==> config.mk <==
export PLATFORM = sky130hd
export DESIGN_NAME = rx_gearbox_slip
export DESIGN_NICKNAME = d
export VERILOG_FILES = /design/src/rtl/rx_gearbox_slip.sv
export SDC_FILE = /design/constraint.sdc
export NUM_CORES = 1
export LEC_CHECK = 0
export ABC_AREA = 1
export CAP_MARGIN = 20
export CORE_MARGIN = 4
export CORE_UTILIZATION = 47
export CTS_CLUSTER_SIZE = 20
export DETAILED_ROUTE_END_ITERATION = 10
export PLACE_DENSITY = 0.72
export REMOVE_ABC_BUFFERS = 1
export SKIP_LAST_GASP = 1
export SLEW_MARGIN = 30
export SYNTH_ARGS = -nofsm -noshare
export SYNTH_HDL_FRONTEND = slang
export SYNTH_SLANG_ARGS = --single-unit
export TNS_END_PERCENT = 30
==> constraint.sdc <==
create_clock -name clk -period 3.46 [get_ports clk]
set_input_delay 0.692 -clock clk [delete_from_list [all_inputs] [get_ports clk]]
set_output_delay 0.692 -clock clk [all_outputs]
set_load 0.1 [all_outputs]
==> src/rtl/rx_gearbox_slip.sv <==
// 32->66 receive gearbox with single-bit slip; block out one cycle after the completing word.
// No backpressure: din is accepted whenever din_vld is high, and at most one block is emitted per cycle.
module rx_gearbox_slip #(
  parameter int DW = 32,
  parameter int BW = 66
) (
  input  logic          clk,
  input  logic          rst_n,
  input  logic [DW-1:0] din,
  input  logic          din_vld,
  input  logic          slip,
  output logic          blk_vld,
  output logic [1:0]    sh,
  output logic [BW-3:0] payload,
  output logic          slip_ack
);

  localparam int BFW = BW + DW;
  localparam int CW  = $clog2(BFW);
  localparam int AW  = CW + 1;

  logic [BFW-1:0] bit_buf, buf_a, buf_s, buf_n;
  logic [CW-1:0]  cnt;
  logic [AW-1:0]  avail_a, avail_s, avail_n;
  logic           slip_pend, pend_n, ack_n, blk_n;

  // Bits above cnt are always zero, so a new word can simply be OR-ed in.
  always_comb begin
    buf_a   = bit_buf;
    avail_a = AW'(cnt);
    if (din_vld) begin
      buf_a   = bit_buf | (BFW'(din) << cnt);
      avail_a = AW'(cnt) + AW'(DW);
    end

    buf_s   = buf_a;
    avail_s = avail_a;
    pend_n  = slip_pend;
    ack_n   = 1'b0;
    if (slip || slip_pend) begin
      if (avail_a != '0) begin
        buf_s   = buf_a >> 1;
        avail_s = avail_a - AW'(1);
        pend_n  = 1'b0;
        ack_n   = 1'b1;
      end else begin
        pend_n  = 1'b1;
      end
    end

    buf_n   = buf_s;
    avail_n = avail_s;
    blk_n   = 1'b0;
    if (avail_s >= AW'(BW)) begin
      buf_n   = buf_s >> BW;
      avail_n = avail_s - AW'(BW);
      blk_n   = 1'b1;
    end
  end

  always_ff @(posedge clk) begin
    if (!rst_n) begin
      bit_buf   <= '0;
      cnt       <= '0;
      slip_pend <= 1'b0;
      slip_ack  <= 1'b0;
      blk_vld   <= 1'b0;
      sh        <= '0;
      payload   <= '0;
    end else begin
      bit_buf   <= buf_n;
      cnt       <= avail_n[CW-1:0];
      slip_pend <= pend_n;
      slip_ack  <= ack_n;
      blk_vld   <= blk_n;
      if (blk_n) begin
        sh      <= buf_s[1:0];
        payload <= buf_s[BW-1:2];
      end
    end
  end

endmodule

# After elaboration in Yosys (flattened, before gate mapping)
# Cells that the tools add are included.
dict set report word_totals {
  elab_cells 30
  output_inout_bits 68
  register_bits 174
}
dict set report op_classes {
  n_shift 1
  bitwise_logic 2
  order_cmp 1
  add_sub_neg 3
  n_mux 11
  reduce_logical 4
}
# operator count
set ops {}
lappend ops {{98-bit two-way mux} 3}
lappend ops {{98-bit OR} 1}
lappend ops {{32-bit by 7-bit << shifter with 98-bit output} 1}
lappend ops {{32-bit two-way mux} 1}
lappend ops {{8-bit two-way mux} 3}
lappend ops {{7-bit by 6-bit adder with 8-bit output (second input constant)} 1}
lappend ops {{8-bit by 7-bit greater-or-equal comparator with 1-bit output (second input constant)} 1}
lappend ops {{8-bit nonzero test} 1}
lappend ops {{8-bit by 1-bit subtractor with 8-bit output (second input constant)} 1}
lappend ops {{7-bit two-way mux} 1}
lappend ops {{7-bit subtractor (second input constant)} 1}
lappend ops {{1-bit two-way mux} 3}
lappend ops {{2-bit AND reduction} 1}
lappend ops {{2-bit OR reduction} 1}
lappend ops {{1-bit logical OR} 1}
lappend ops {{1-bit NOT} 1}

# Depth between registers and ports, before layout
# Gate-level depths: netlist of run 1.
dict set report logic_depth {
  ltp_word 7
  mapped_depth 19
}

# Worst setup path before layout of run 1
# OpenSTA, ideal clock, no wires.
dict set report synth_path {
  kind {reg-to-reg}
  startpoint {register cnt[1]}
  endpoint {register payload[0]}
  period_less_slack_ns 2.523
  path_slack_ns 0.937
  path_buffers 4
  t_required_ns 3.399
  arrival_time_ns 2.462
  path_stages_with_launch 19
  cell_sequence {dfxtp_1 buf_2 inv_2 buf_1 ha_1 nand2_1 nor2_2 nand2_2 nor2_4 inv_1 a21oi_1 nand2_2 nand2_4 nand3_4 inv_2 buf_6 buf_6 nand2_1 nand2_1}
}
dict set report synth_via {
  elab_chain_len 7
}
# item line_no
set synth_lines {}
lappend synth_lines {{from (decl)} 23} ;# logic [CW-1:0] cnt;
lappend synth_lines {{from (signal assigned)} 72} ;# cnt <= avail_n[CW-1:0];
lappend synth_lines {{7-bit by 6-bit adder with 8-bit output} 33} ;# avail_a = AW'(cnt) + AW'(DW);
lappend synth_lines {{8-bit two-way mux} 31} ;# if (din_vld) begin
lappend synth_lines {{8-bit by 1-bit subtractor with 8-bit output or 8-bit nonzero test (tied branches)} {43, 41}}
lappend synth_lines {{8-bit two-way mux} 41} ;# if (avail_a != '0) begin
lappend synth_lines {{8-bit two-way mux} 40} ;# if (slip || slip_pend) begin
lappend synth_lines {{8-bit by 7-bit greater-or-equal comparator with 1-bit output} 54} ;# if (avail_s >= AW'(BW)) begin
lappend synth_lines {{1-bit two-way mux} 54}
lappend synth_lines {{to (signal assigned)} 78} ;# payload <= buf_s[BW-1:2];
lappend synth_lines {{to (decl)} 14} ;# output logic [BW-3:0] payload,
# Several ways; a longest one is shown, not always the timed one.
# A chain may end at the register's enable or synchronous reset.

# Final worst setup path of run 1
dict set report layout_path {
  startpoint {input port din_vld}
  endpoint {register bit_buf[79]}
}
dict set report layout_via {
  elab_chain_len 6
}
# item line_no
set layout_lines {}
lappend layout_lines {{from (decl)} 10} ;# input logic din_vld,
lappend layout_lines {{8-bit two-way mux} 31}
lappend layout_lines {{8-bit by 1-bit subtractor with 8-bit output or 8-bit nonzero test (tied branches)} {43, 41}}
lappend layout_lines {{8-bit two-way mux} 41}
lappend layout_lines {{8-bit two-way mux} 40}
lappend layout_lines {{8-bit by 7-bit greater-or-equal comparator with 1-bit output} 54}
lappend layout_lines {{2-bit OR reduction (no line)} n/a}
lappend layout_lines {{to (signal assigned)} 71} ;# bit_buf <= buf_n;
lappend layout_lines {{to (decl)} 22} ;# logic [BFW-1:0] bit_buf, buf_a, buf_s, buf_n;
# Several ways; a longest one is shown, not always the timed one.

==> out/summary.txt, run 1 <==
Core area: 21,300 µm²
Residual DRC: 0
Leakage: 0.00565 µW
Io pins: 104
Max Cap Viol: 0
Placed cell areas: 11,500 µm²
Top-count cell post-synth: nand2_1
EDFF count, synth: 0
Post-CTS Resized: 0
TNS Setup: 0 ps
Post-synthesis xor/xnor area fraction: 0.340%
# H-tree levels: 4
Peak VDD IR: 0.596 mV
Post-synthesis mux area share: 0.0971%
First-pass GRT wire length: 58.1 mm
Clock buffer depth: 2
Clock Latency Late Sink: 450 ps
Fin crit share: 78.4%
Sw frac: 57.1%
Final HPWL DP: 25.6 mm
Initial drt markers: 1,069
Gate power share: 63.9%
Synth cell types: 40
Cells after synthesis: 1,696
Fin Hold WS: 451 ps
Die X: 156 µm
Final setup violating endpoints: 0
CP max FO: 39
Crit Path Class: in -> reg
Commonest cells post-synth: 630 x nand2_1, 419 x nand3_1, 174 x dfxtp_1
Crit-path cells: clkdlybuf4s50_1 -> inv_2 -> nand2_1 -> nand3_1 -> nor2_2 -> nand3_1 -> nand2_2 -> nand2_1 -> nand2_1 -> nor2_2 -> nand2_2 -> nand2_4 -> nand3_4 -> buf_4 -> nor2_1
Global route overflow: 0
Synth area leader: dfxtp_1
Simple-gate share of the synthesized area: 50.8%
Critical path data arrival time: 3030 ps
Sequential share of power: 21.1%
Area contributors post-synth: dfxtp_1 34%, nand2_1 23%, nand3_1 20%
Initial antenna violation count: 0
Die Y: 156 µm
Drt via density: 5.73
CTS Sinks: 174
RSZ-0062 raised after global routing: no
Synthesized cell area: 10,300 µm²
Synth Register Bits: 174
CTS tree: done
Max_slew headroom: 32.8%
Drt pass-1 iters: 8
Postcts setup bufs: 0
Initial Util: 48.4%
Fin area: 12,100 µm²
Mean Syn Cell Area: 6.08 µm²
Synth warn: 0
Top cell type's share of synthesized area: 33.8%
FMAX: 369 MHz
Critical Path End Type: register
Net Switching: 7900 µW
Gpl congestion: 0.979
Most used cell along the critical path: nand2_1
Clock share of power: 15.0%
Largest net degree at the start of global routing: 79
Post-route antenna net violation count: 0
Largest family of logic cells by synthesized area: simple AND/OR/NAND/NOR gates
Synth Area in Adders: 0.364%
Overall Power: 13,800 µW
Final Hold Fails: 0
Vias in the first global route: 10.7k
Sequential element share of the synthesized area: 33.8%
Routed via count: 11.6k
Share of cells above drive strength 1: 6.21%
Clock Skew: 13.8 ps
HP Class: reg -> reg
DRT Wirelength: 36.3 mm
TritonCTS buffer count: 17
Worst setup SP type: primary input
Routed len/inst: 17.9 µm
ANT cells: 0
Compound-cell area share of the yosys netlist: 7.11%
Worst-margin pin slew: 1010 ps
CP max stage delay: 570 ps
Min cycle time layout: 2710 ps
Pwr Density: 1140 nW/µm²
Status: finished clean
Data required time of the critical path: 3770 ps
Die ar.: 24,400 µm²
Async SR Flop Fraction: 0%
Slowest CP cell: clkdlybuf4s50_1
Post-CTS Hold Buffers: 0
# rows: 53
Gr usage total: 29.6%
Area grow syn2layout: 17.7%
CTS clk-pin slew, worst paths: 80 ps
Internal power: 5940 µW
Final Net Count: 1,780
CTS Root Cell: clkbuf_16
IO buf count: 103
Count of pins over their slew limit: 0
Primary FF master, synth: dfxtp_1
[metrics by stage]
step	cells	setup WS (ps)	util (%)
detailed placement	1997	318	54.0
global route	2029	516	57.0
floorplan	1585	-2090	-
global placement	1997	388	54.0
CTS	2029	778	57.0
finish	2029	749	57.0
[registers in the layout (all words and copies together), names as in the netlist]
signal     flops
bit_buf       98
payload       64
cnt            7
sh             2
blk_vld        1
slip_ack       1
slip_pend      1
[power groups by stage]
stage | Combinational [µW] | Sequential (µW) | Clock (µW)
2_1_floorplan | 3960 | 5120 | 0
3_3_place_gp | 8700 | 2950 | 0
3_5_place_dp | 8730 | 2960 | 0
4_1_cts | 8770 | 2920 | 2100
5_1_grt | 9560 | 2990 | 2180
6_report | 8850 | 2910 | 2080
[worst max-delay path, delay by kind of cell]
| kind | cells | cell delay [ps] |
|---|---|---|
| buf+inv | 3 | 1080 |
| simple gates | 12 | 1210 |
[worst paths after layout]
path                from           to  slack (ps)  cells past startpoint
max              din_vld  bit_buf[79]         750                     15
min          payload[54]  payload[54]         450                      2
max reg2reg       cnt[1]  bit_buf[79]         860                     13
min reg2reg  payload[54]  payload[54]         450                      2
[placed cells by master, fill, tap and decap left out, types with 2 or more instances in the layout]
cell,netlist,routed
nand2_1,630,629
nand3_1,419,419
dfxtp_1,174,174
clkdlybuf4s50_1,0,85
nor2_1,72,71
inv_1,71,71
o21ai_0,50,50
a21oi_1,46,46
buf_4,0,46
nand4_1,34,34
nand3b_1,18,18
clkbuf_16,0,17
o21bai_1,11,11
and2_1,6,6
nor2_2,5,6
clkinv_8,0,6
buf_12,0,6
nand2_2,4,5
o21ai_1,5,5
inv_2,5,5
o211ai_1,4,4
a31oi_1,4,4
xor2_1,3,3
ha_1,3,3
inv_6,0,3
a21o_1,2,2
a31o_2,2,2
or2_2,2,2
o22ai_1,2,2
clkinv_1,2,2
inv_8,0,2
[layer usage]
layer  GRT usage, %  vias up  wire length [µm]
met5              0        -                 0
met4           8.09        0               709
met3           3.97       59              2610
met2           46.7      493             16400
met1           42.7     5379             16500
li1               -     5693                 -
[cell families after synthesis]
kind of cell / after synthesis
compound gates: 130
xor+xnor: 4
fa+ha+maj: 3
buf+inv: 189
flops: 174
mux: 1
simple gates: 1195
[final cells by class]
class	count	area, µm²
well taps	275	344
clock buffers	17	425
flip-flops and latches	174	3480
clock inverters	15	209
repair buffers	137	1320
multi-input cells	1333	6060
inverters	78	293
fillers	2156	9160
Power figures use the tool's default switching activity.
==> run 2: changes to the inputs <==
- clock period: 3.46 -> 2.6 ns (I/O delays scaled with it)
==> run 2 against run 1 <==
- non-clock buffer count rose by 65
- largest power group unchanged
- largest cell class unchanged
- die area did not move
- critical endpoint is now bit_buf[15]
- first-iteration DRC count rose by 22%
- clock skew fell by 1.4 ps
- final cell count rose by 3.2%
==> out/summary.txt, run 2 (synthesis results as in run 1) <==
Worst hold stages: 2 (unchanged)
Fin Hold WS: 453 ps (was 451 ps)
Fin crit share: 93.3%
Final Net Count: 1,845 (was 1,780)
Pre-CTS setup slack: -294 ps (was 318 ps)
Placed Instances: 2,056 (was 1,997)
IO buf count: 103 (unchanged)
# H-tree levels: 4 (unchanged)
DRT Wirelength: 37.8 mm (was 36.3 mm)
Final HPWL DP: 27.2 mm (was 25.6 mm)
Final setup violating endpoints: 0 (unchanged)
Top Registers: bit_buf: 98 flops, payload: 64 flops, cnt: 7 flops (unchanged)
Worst-margin pin slew: 982 ps (was 1010 ps)
Drt pass-1 iters: 6 (was 8)
Residual DRC: 0 (unchanged)
FMAX: 412 MHz
Io pins: 104 (unchanged)
Area grow syn2layout: 22.9% (was 17.7%)
First-pass GRT wire length: 59.0 mm (was 58.1 mm)
RSZ-0062 raised after global routing: no (unchanged)
Vias in the first global route: 10.9k (was 10.7k)
Critical Path End Type: register (unchanged)
Initial Util: 48.4% (unchanged)
Initial drt markers: 1,303 (was 1,069)
Peak VDD IR: 0.778 mV (was 0.596 mV)
Die Y: 156 µm (unchanged)
CTS Sinks: 174 (unchanged)
Crit Path Class: in -> reg (unchanged)
Final Hold Fails: 0 (unchanged)
Global route overflow: 0 (unchanged)
Worst setup SP type: primary input (unchanged)
Clock Skew: 12.4 ps (was 13.8 ps)
Core area: 21,300 µm² (unchanged)
CP max FO: 17 (was 39)
Post-route insts no fill: 2,094 (was 2,029)
HP Class: reg -> reg (unchanged)
Number of flip-flops in the largest register: 98 (unchanged)
Gpl congestion: 0.976 (was 0.979)
R2r worst-path depth: 13 (unchanged)
CTS tree: done (unchanged)
Routed via count: 11.8k (was 11.6k)
TritonCTS buffer count: 17 (unchanged)
Leakage: 0.00614 µW (was 0.00565 µW)
ANT cells: 0 (unchanged)
Gr usage total: 30.1% (was 29.6%)
Initial antenna violation count: 0 (unchanged)
TNS Setup: 0 ps (unchanged)
Status: finished clean (unchanged)
Clock buffer depth: 2 (unchanged)
Commonest non-fill, non-tap cell in the layout: nand2_1 (unchanged)
Die X: 156 µm (unchanged)
Routed len/inst: 18.1 µm (was 17.9 µm)
Data required time of the critical path: 2930 ps (was 3770 ps)
CTS Root Cell: clkbuf_16 (unchanged)
Biggest register: bit_buf (unchanged)
Setup ws final: 175 ps (was 749 ps)
# rows: 53 (unchanged)
Share of cells above drive strength 1: 12.3% (was 6.21%)
Critical path data arrival time: 2760 ps (was 3030 ps)
Pwr Density: 1510 nW/µm² (was 1140 nW/µm²)
Final core utilization: 59.5% (was 57.0%)
Largest net degree at the start of global routing: 70 (was 79)
Min cycle time layout: 2420 ps
Commonest cells after routing, fill and taps aside: 629 x nand2_1, 419 x nand3_1, 174 x dfxtp_1 (unchanged)
Clock Latency Late Sink: 440 ps (was 450 ps)
CTS clk-pin slew, worst paths: 80 ps (about the same)
Drt via density: 5.64 (was 5.73)
Max Cap Viol: 0 (unchanged)
Die ar.: 24,400 µm² (unchanged)
Post-route antenna net violation count: 0 (unchanged)
Max_slew headroom: 34.3% (was 32.8%)
Count of pins over their slew limit: 0 (unchanged)
run 2: final timing paths:
path               startpoint           to  slack, ps
setup / recovery         slip  bit_buf[15]        180
hold / removal    payload[48]  payload[48]        450
setup reg to reg       cnt[0]  payload[34]        230
hold reg to reg   payload[48]  payload[48]        450
run 2: critical path: stages:
cell and delay, ps:
clkdlybuf4s50_1 390, nor2_1 230, inv_1 150, nand2_1 100, xor2_1 240, a21oi_1 120, nor2_2 140, nand2_2 100
nand2_4 90, buf_4 120, a21oi_4 60, buf_4 160, clkbuf_16 190, nand3_1 90, nand2_1 40
run 2: repair_timing:
item,CTS,global route
hold buffers,0,0
setup endpoints to repair,0,104
gates resized for setup,0,3
buffers inserted,0,3
run 2: layout make-up:
type,instances,area (µm²)
Fill cell,2103,8620
Multi-Input combinational cell,1333,6060
Sequential cell,174,3480
Timing Repair Buffer,202,1870
Clock buffer,17,425
Tap cell,275,344
Inverter,78,295
Clock inverter,15,188
run 2: routing by layer:
layer  track usage (%)  share of wire, %  vias to the layer above
met1              43.0                46                     5453
met4              7.34               1.6                        0
met2              48.2                46                      482
met5                 0                 0                        -
met3              4.13               7.0                       47
li1                  -                 -                     5829
run 2: metrics by stage:
stage	cell area [µm²]	total power, µW
6_report	12700	19100
3_3_place_gp	12000	16100
3_5_place_dp	12000	16100
4_1_cts	12600	18800
5_1_grt	12700	20300
2_1_floorplan	9830	12100
run 2: power by group:
group / total [µW] / internal (µW) / switching, µW / leakage (µW)
sequential: 3900 / 3560 / 338 / 0.00142
clock: 2670 / 1310 / 1360 / 0.000298
combinational: 12500 / 3470 / 9060 / 0.00442
